File: src/rtl/neuron_alu_arbiter.sv
// ---------------------------------------------------------------------------
// neuron_alu_arbiter
//
// Shares a single MUL/ACC/bias/activation ALU among NUM_REQ neuron control
// engines. A round-robin session arbiter locks the ALU to one neuron from the
// moment it is granted until its activation completes (or it drops its
// request), so the ALU's single accumulator is never interleaved between
// neurons. Every session is followed by one RELEASE cycle with no grant,
// which gives the ALU a drain cycle before the next owner starts.
//
// Optional feature (compile-time macro NEURON_ARB_TIMEOUT_EN):
//   an idle-session watchdog. While a session is OWNED, a counter clears on
//   any forwarded start or routed done and otherwise increments. Reaching
//   TIMEOUT_CYCLES forces RELEASE and sets the sticky TIMEOUT flag. Without
//   the macro there is no counter and TIMEOUT is tied low.
//
// Ports
//   CLK, RST         clock (rising edge), asynchronous active-high reset
//   REQ[N]           level request per neuron, held for the whole session
//   GNT[N]           registered one-hot grant
//   MUL_START[N]     per-neuron multiply start pulse
//   MUL_A/MUL_B      per-neuron operands, slice i = [i*WIDTH +: WIDTH]
//   ACC_MUX[N]       per-neuron accumulate select
//   BIAS_ADD_START[N] per-neuron bias-add/activation start pulse
//   ADD_DONE[N]      ALU add-done, routed to the owner only
//   ACT_DONE[N]      ALU activation-done, routed to the owner only
//   ALU_*            forwarded owner controls / done inputs from the ALU
//   BUSY             high whenever the arbiter is not IDLE
//   STRAY_ERR        sticky: a non-owner pulsed a start while a session ran
//   TIMEOUT          sticky watchdog flag (0 without NEURON_ARB_TIMEOUT_EN)
// ---------------------------------------------------------------------------
module neuron_alu_arbiter #(
    parameter int WIDTH          = 8,
    parameter int NUM_REQ        = 4,
    parameter int TIMEOUT_CYCLES = 64
) (
    input  logic                       CLK,
    input  logic                       RST,
    input  logic [NUM_REQ-1:0]         REQ,
    output logic [NUM_REQ-1:0]         GNT,
    input  logic [NUM_REQ-1:0]         MUL_START,
    input  logic [NUM_REQ*WIDTH-1:0]   MUL_A,
    input  logic [NUM_REQ*WIDTH-1:0]   MUL_B,
    input  logic [NUM_REQ-1:0]         ACC_MUX,
    input  logic [NUM_REQ-1:0]         BIAS_ADD_START,
    output logic [NUM_REQ-1:0]         ADD_DONE,
    output logic [NUM_REQ-1:0]         ACT_DONE,
    output logic                       ALU_MUL_START,
    output logic [WIDTH-1:0]           ALU_A,
    output logic [WIDTH-1:0]           ALU_B,
    output logic                       ALU_ACC_MUX,
    output logic                       ALU_BIAS_START,
    input  logic                       ALU_ADD_DONE,
    input  logic                       ALU_ACT_DONE,
    output logic                       BUSY,
    output logic                       STRAY_ERR,
    output logic                       TIMEOUT
);

    localparam int IDX_W = (NUM_REQ > 1) ? $clog2(NUM_REQ) : 1;

    typedef enum logic [1:0] {
        ST_IDLE    = 2'd0,
        ST_OWNED   = 2'd1,
        ST_RELEASE = 2'd2
    } state_t;

    state_t             state_q, state_d;
    logic [IDX_W-1:0]   owner_q, owner_d;
    logic [IDX_W-1:0]   rr_ptr_q, rr_ptr_d;
    logic [NUM_REQ-1:0] gnt_q, gnt_d;
    logic               stray_err_q, stray_err_d;

    logic               owned;
    logic [NUM_REQ-1:0] owner_onehot;
    logic               pick_valid;
    logic [IDX_W-1:0]   pick_idx;
    logic               stray_seen;
    logic               timeout_hit;

    // (base + k) mod NUM_REQ without relying on NUM_REQ being a power of two
    function automatic logic [IDX_W-1:0] wrap_add(input logic [IDX_W-1:0] base,
                                                  input int unsigned      k);
        int unsigned s;
        s = 32'(base) + k;
        if (s >= 32'(NUM_REQ)) begin
            s = s - 32'(NUM_REQ);
        end
        return s[IDX_W-1:0];
    endfunction

    // Per-neuron operand slices as arrays so the owner can be selected by index
    logic [WIDTH-1:0] mul_a_arr [NUM_REQ];
    logic [WIDTH-1:0] mul_b_arr [NUM_REQ];

    generate
        for (genvar gi = 0; gi < NUM_REQ; gi++) begin : g_slice
            assign mul_a_arr[gi] = MUL_A[gi*WIDTH +: WIDTH];
            assign mul_b_arr[gi] = MUL_B[gi*WIDTH +: WIDTH];
        end
    endgenerate

    assign owned        = (state_q == ST_OWNED);
    assign owner_onehot = owned ? (NUM_REQ'(1) << owner_q) : '0;

    // Forwarding is purely combinational and gated by OWNED, so everything on
    // the ALU side is zero in IDLE/RELEASE and during reset.
    always_comb begin
        ALU_MUL_START  = 1'b0;
        ALU_A          = '0;
        ALU_B          = '0;
        ALU_ACC_MUX    = 1'b0;
        ALU_BIAS_START = 1'b0;
        if (owned) begin
            ALU_MUL_START  = MUL_START[owner_q];
            ALU_A          = mul_a_arr[owner_q];
            ALU_B          = mul_b_arr[owner_q];
            ALU_ACC_MUX    = ACC_MUX[owner_q];
            ALU_BIAS_START = BIAS_ADD_START[owner_q];
        end
    end

    assign ADD_DONE = owner_onehot & {NUM_REQ{ALU_ADD_DONE}};
    assign ACT_DONE = owner_onehot & {NUM_REQ{ALU_ACT_DONE}};

    // Start pulses from anyone but the owner are dropped and flagged
    assign stray_seen = owned && (|((MUL_START | BIAS_ADD_START) & ~owner_onehot));

    // Round-robin pick: first requester at rr_ptr, rr_ptr+1, ... (wrapping)
    always_comb begin
        pick_valid = 1'b0;
        pick_idx   = '0;
        for (int k = 0; k < NUM_REQ; k++) begin
            if (!pick_valid && REQ[wrap_add(rr_ptr_q, k)]) begin
                pick_valid = 1'b1;
                pick_idx   = wrap_add(rr_ptr_q, k);
            end
        end
    end

    always_comb begin
        state_d     = state_q;
        owner_d     = owner_q;
        rr_ptr_d    = rr_ptr_q;
        gnt_d       = gnt_q;
        stray_err_d = stray_err_q | stray_seen;
        case (state_q)
            ST_IDLE: begin
                gnt_d = '0;
                if (pick_valid) begin
                    state_d = ST_OWNED;
                    owner_d = pick_idx;
                    gnt_d   = NUM_REQ'(1) << pick_idx;
                end
            end
            ST_OWNED: begin
                // Activation done and request drop in the same cycle is just a
                // normal release; ACT_DONE still reaches the owner this cycle.
                if (ALU_ACT_DONE || !REQ[owner_q] || timeout_hit) begin
                    state_d  = ST_RELEASE;
                    gnt_d    = '0;
                    rr_ptr_d = wrap_add(owner_q, 1);
                end
            end
            ST_RELEASE: begin
                state_d = ST_IDLE;
                gnt_d   = '0;
            end
            default: begin
                state_d = ST_IDLE;
                gnt_d   = '0;
            end
        endcase
    end

    always_ff @(posedge CLK or posedge RST) begin
        if (RST) begin
            state_q     <= ST_IDLE;
            owner_q     <= '0;
            rr_ptr_q    <= '0;
            gnt_q       <= '0;
            stray_err_q <= 1'b0;
        end else begin
            state_q     <= state_d;
            owner_q     <= owner_d;
            rr_ptr_q    <= rr_ptr_d;
            gnt_q       <= gnt_d;
            stray_err_q <= stray_err_d;
        end
    end

`ifdef NEURON_ARB_TIMEOUT_EN
    localparam int TMR_W = $clog2(TIMEOUT_CYCLES + 1);

    logic [TMR_W-1:0] tmr_q, tmr_d;
    logic [TMR_W-1:0] tmr_inc;
    logic             timeout_q, timeout_d;
    logic             activity;

    // Any forwarded start or routed done counts as the session being alive
    assign activity = owned && (ALU_MUL_START || ALU_BIAS_START ||
                                ALU_ADD_DONE  || ALU_ACT_DONE);
    assign tmr_inc  = tmr_q + TMR_W'(1);

    always_comb begin
        tmr_d       = tmr_q;
        timeout_d   = timeout_q;
        timeout_hit = 1'b0;
        if (!owned || activity) begin
            tmr_d = '0;
        end else if (tmr_inc == TMR_W'(TIMEOUT_CYCLES)) begin
            timeout_hit = 1'b1;
            timeout_d   = 1'b1;
            tmr_d       = '0;
        end else begin
            tmr_d = tmr_inc;
        end
    end

    always_ff @(posedge CLK or posedge RST) begin
        if (RST) begin
            tmr_q     <= '0;
            timeout_q <= 1'b0;
        end else begin
            tmr_q     <= tmr_d;
            timeout_q <= timeout_d;
        end
    end

    assign TIMEOUT = timeout_q;
`else
    // Watchdog absent: sessions end only on activation done or request drop
    logic unused_timeout_cfg;
    assign unused_timeout_cfg = (TIMEOUT_CYCLES > 0);
    assign timeout_hit        = 1'b0;
    assign TIMEOUT            = 1'b0;
`endif

    assign GNT       = gnt_q;
    assign BUSY      = (state_q != ST_IDLE);
    assign STRAY_ERR = stray_err_q;

endmodule

File: config.mk
export PLATFORM = sky130hd
export DESIGN_NAME = neuron_alu_arbiter
export DESIGN_NICKNAME = d
export VERILOG_FILES = /design/src/rtl/neuron_alu_arbiter.sv
export SDC_FILE = /design/constraint.sdc
export NUM_CORES = 1
export LEC_CHECK = 0
export ABC_CLOCK_PERIOD_IN_PS = 2000
export CAP_MARGIN = 20
export CORE_MARGIN = 4
export CORE_UTILIZATION = 31
export CTS_BUF_LIST = sky130_fd_sc_hd__clkbuf_2
export CTS_CLUSTER_DIAMETER = 80
export DETAILED_ROUTE_END_ITERATION = 6
export HOLD_SLACK_MARGIN = 0.1
export PLACE_DENSITY = 0.82
export SETUP_SLACK_MARGIN = 0.4
export SLEW_MARGIN = 20
export SYNTH_ARGS = -nofsm -noshare
export SYNTH_HDL_FRONTEND = slang
export SYNTH_SLANG_ARGS = --single-unit
File: constraint.sdc
create_clock -name CLK -period 2 [get_ports CLK]
set_input_delay 0.4 -clock CLK [delete_from_list [all_inputs] [get_ports CLK]]
set_output_delay 0.4 -clock CLK [all_outputs]
set_load 0.02 [all_outputs]
==> summary.txt <==
=================================================================================
Failing checks                                                       negative setup slack
Total congestion overflow after global routing                                  0
Clock slew seen by the registers of the worst setup and hold paths         100 ps
Number of enable flip-flop cells after synthesis                                0
Cell type contributing the most total cell area after synthesis      sky130_fd_sc_hd__mux4_2
Count of max-cap constraint violations                                          0
Count of standard-cell rows                                                    22
Crit path max fanout                                                            5
Status                                                               complete, but fails checks
R2R Setup Slk                                                               30 ps
Most used DFF post-synth                                             sky130_fd_sc_hd__dfrtp_1
Number of distinct library cells after synthesis                               29
Hold-fix buffers, CTS                                                           0
HPWL Detailed                                                             4.21 mm
Crit. Startpoint                                                     owner_q[0]$_DFFE_PP0P_
CTS buffer count                                                                3
Power share of the combinational group                                      85.6%
Share of synthesized flip-flops with an asynchronous set or reset            100%
Total number of vias                                                         1552
Setup repair after global routing missed its margin                           yes
Top-count cell post-synth                                            sky130_fd_sc_hd__mux4_2
Placed Instance Area                                                  0.00270 mm²
Pre-Repair DR Iteration Count                                                   4
Clk buf depth                                                                   2
Part of the Yosys area used for sequential elements                         21.9%
Share of total power in sequential cells                                    11.1%
TritonCTS clock tree                                                        built
End point of the critical path                                           ALU_A[3]
Detailed-route DRC error count                                                  0
CP cell instances                                                    buf_12 > buf_16 > mux4_2 > and2_4 > buf_6
Post-Place Setup Slack                                                    -408 ps
Routability congestion estimate                                             0.876
Worst IR drop on VDD                                                   0.000950 V
Insertion delay to the later sink of the worst-skew pair                   260 ps
Drt total wl                                                              5.73 mm
Cell with the largest stage delay on the worst path                  sky130_fd_sc_hd__mux4_2
Number of synthesized register bits                                            11
CTS Sinks                                                                      11
Worst R2R Path Depth                                                            6
Number of nets still failing antenna checks after routing                       0
Number of I/O port buffers                                                    116
Critical setup path kind                                             flop to primary output
WP data arrival                                                           1750 ps
Synth top area share                                                        35.8%
Number of antenna violations at the first check in global routing               0
Synthesis Warnings                                                              0
Post-DR vias/cell                                                            5.07
List of most frequent post-synthesis cells                           sky130_fd_sc_hd__mux4_2 (20), sky130_fd_sc_hd__and2_1 (19), sky130_fd_sc_hd__dfrtp_1 (11)
Number of max-slew violations in the final report                               0
Leakage component of the power                                            1.30 nW
Post-detailed-route wirelength per cell                                   18.7 µm
Shortest period the worst path allows                                     2150 ps
Final worst setup slack                                                   -150 ps
Core area                                                             0.00380 mm²
Hold slack                                                                 409 ps
Area overhead of the layout relative to synthesis                            146%
Synthesized area per cell                                                11.1 µm²
Hold violation count in the final report                                        0
Ratio of cells with drive above 1 in the final layout                       53.5%
Type of origin of the critical path                                          flop
Total Routing Usage GR                                                      21.5%
Clock skew after layout                                                   1.46 ps
Number of global-route vias before repair                                    1653
Number of H-tree levels                                                         1
Capturing point of the worst reg2reg path                            rr_ptr_q[0]$_DFFE_PP0P_
Initial standard-cell utilization of the core                               33.1%
Antenna cell count                                                              0
Net switching share of the total power                                      39.0%
Setup violation total in the final timing report                               25
Maximum number of pins on one net before global-route repair                   16
Power per Cell Area                                                   1240 mW/mm²
Die extent in x                                                           71.7 µm
Number of nets in the layout                                                  347
Area of the mapped netlist                                            0.00126 mm²
Largest stage delay on the critical path                                   500 ps
Required arrival time at the worst endpoint                               1600 ps
Floorplan die area                                                    0.00514 mm²
Instance count of the mapped netlist                                          113
Total internal power                                                      2.34 mW
Max Clk Rate                                                              465 MHz
Clock tree root buffer cell                                          sky130_fd_sc_hd__clkbuf_2
Top-level port count                                                          118
Sort of element at the end of the critical path                      primary output
Syn Nets                                                                      201
Min-Delay Path Class                                                 input port to asynchronous set/reset pin
Clock network fraction of design power                                       3.3%
Area of all placed cells without fillers                              0.00310 mm²
Drt initial violations                                                         48
R2R Path Start                                                       owner_q[0]$_DFFE_PP0P_
Cells taking the most area after synthesis                           sky130_fd_sc_hd__mux4_2 (36%), sky130_fd_sc_hd__dfrtp_1 (22%), sky130_fd_sc_hd__and2_1 (9.5%), sky130_fd_sc_hd__and3_1 (4.0%), sky130_fd_sc_hd__ha_1 (4.0%)
Die Y-Extent                                                              71.7 µm
Fraction of the cycle the final worst path needs                             107%
Net switching power figure                                                1.50 mW
First-pass GRT wire length                                                8.67 mm
=================================================================================
## cell usage in the layout, fill, tap and decap left out, types with 2 or more instances in the layout
| master | instances |
|---|---|
| sky130_fd_sc_hd__a22o_1 | 2 |
| sky130_fd_sc_hd__and2_4 | 20 |
| sky130_fd_sc_hd__and3_4 | 8 |
| sky130_fd_sc_hd__buf_12 | 5 |
| sky130_fd_sc_hd__buf_4 | 19 |
| sky130_fd_sc_hd__buf_6 | 33 |
| sky130_fd_sc_hd__buf_8 | 2 |
| sky130_fd_sc_hd__clkbuf_2 | 5 |
| sky130_fd_sc_hd__clkdlybuf4s50_1 | 83 |
| sky130_fd_sc_hd__dfrtp_1 | 10 |
| sky130_fd_sc_hd__dlygate4sd2_1 | 5 |
| sky130_fd_sc_hd__ha_4 | 4 |
| sky130_fd_sc_hd__inv_1 | 3 |
| sky130_fd_sc_hd__mux2_4 | 2 |
| sky130_fd_sc_hd__mux4_2 | 20 |
| sky130_fd_sc_hd__nand2_1 | 3 |
| sky130_fd_sc_hd__nor2_1 | 6 |
| sky130_fd_sc_hd__nor2b_1 | 2 |
| sky130_fd_sc_hd__nor2b_2 | 3 |
| sky130_fd_sc_hd__nor2b_4 | 2 |
| sky130_fd_sc_hd__o21ai_1 | 2 |
| sky130_fd_sc_hd__o22ai_2 | 2 |
## power by group through the flow
stage,clock (mW),combinational [mW],sequential (mW)
final,0.125,3.28,0.428
after global routing,0.140,3.49,0.444
after CTS,0.126,3.07,0.414
after detailed placement,0,2.63,0.405
after global placement,0,2.59,0.400
after floorplan,0,1.50,0.433
## registers in the layout, summed over array words and instances (netlist names)
name / count
owner_q: 2
GNT: 4
rr_ptr_q: 2
STRAY_ERR: 1
state_q: 2
## final cells by class
type	instances	area, µm²
Sequential cell	11	277
Fill cell	237	702
Multi-Input combinational cell	90	1170
Tap cell	48	60.1
Inverter	4	22.5
Timing Repair Buffer	149	1550
Clock buffer	4	20.0
## metrics by stage
| stage | std cells | total power [mW] | setup TNS, ps | utilization [%] |
|---|---|---|---|---|
| after floorplan | 113 | 1.94 | 0 | - |
| after detailed placement | 289 | 3.03 | -7900 | 71.0 |
| after global placement | 289 | 2.99 | -7380 | 71.0 |
| after CTS | 301 | 3.61 | -1480 | 78.1 |
| final | 306 | 3.84 | -1630 | 81.5 |
| after global routing | 306 | 4.08 | -3400 | 81.5 |
## repair_timing
action / in CTS / in global routing
setup buffers: 7 / 5
pin swaps: 24 / 3
endpoints found under the hold margin: 0 / 0
gates resized for setup: 199 / 22
endpoints found under the setup margin: 42 / 39
gates cloned: 1 / 0
## worst min-delay path by stage
stage	to	slack, ps	cells after the start
floorplan	GNT[0]$_DFFE_PP0P_	250	1
detailed placement	STRAY_ERR$_DFF_PP0_	460	1
global route	GNT[0]$_DFFE_PP0P_	420	2
finish	GNT[0]$_DFFE_PP0P_	410	2
global placement	STRAY_ERR$_DFF_PP0_	450	1
CTS	rr_ptr_q[0]$_DFFE_PP0P_	410	2
## worst max-delay path, delay by kind of cell (launching register included)
kind                   cells  cell delay (ps)
DFF                        1              480
buffers and inverters      3              360
and+or+nand+nor            1              150
muxes                      1              500
## cell families (layout without fill, tap and decap cells)
group,count (synthesis),count (layout),share of synthesized area [%]
mux,22,22,37.6
buf+inv,12,157,4.08
flops,11,11,21.9
simple gates,50,50,24.4
other cells,1,1,0.298
compound gates,13,13,7.76
fa+ha+maj,4,4,3.98
## layer usage
layer	global-route usage, %	routed length [µm]	up-vias
li1	-	-	724
met5	0	0	-
met4	6.47	53	0
met2	38.5	3090	77
met3	2.81	410	6
met1	26.7	2180	745
Power figures use the tool's default switching activity.
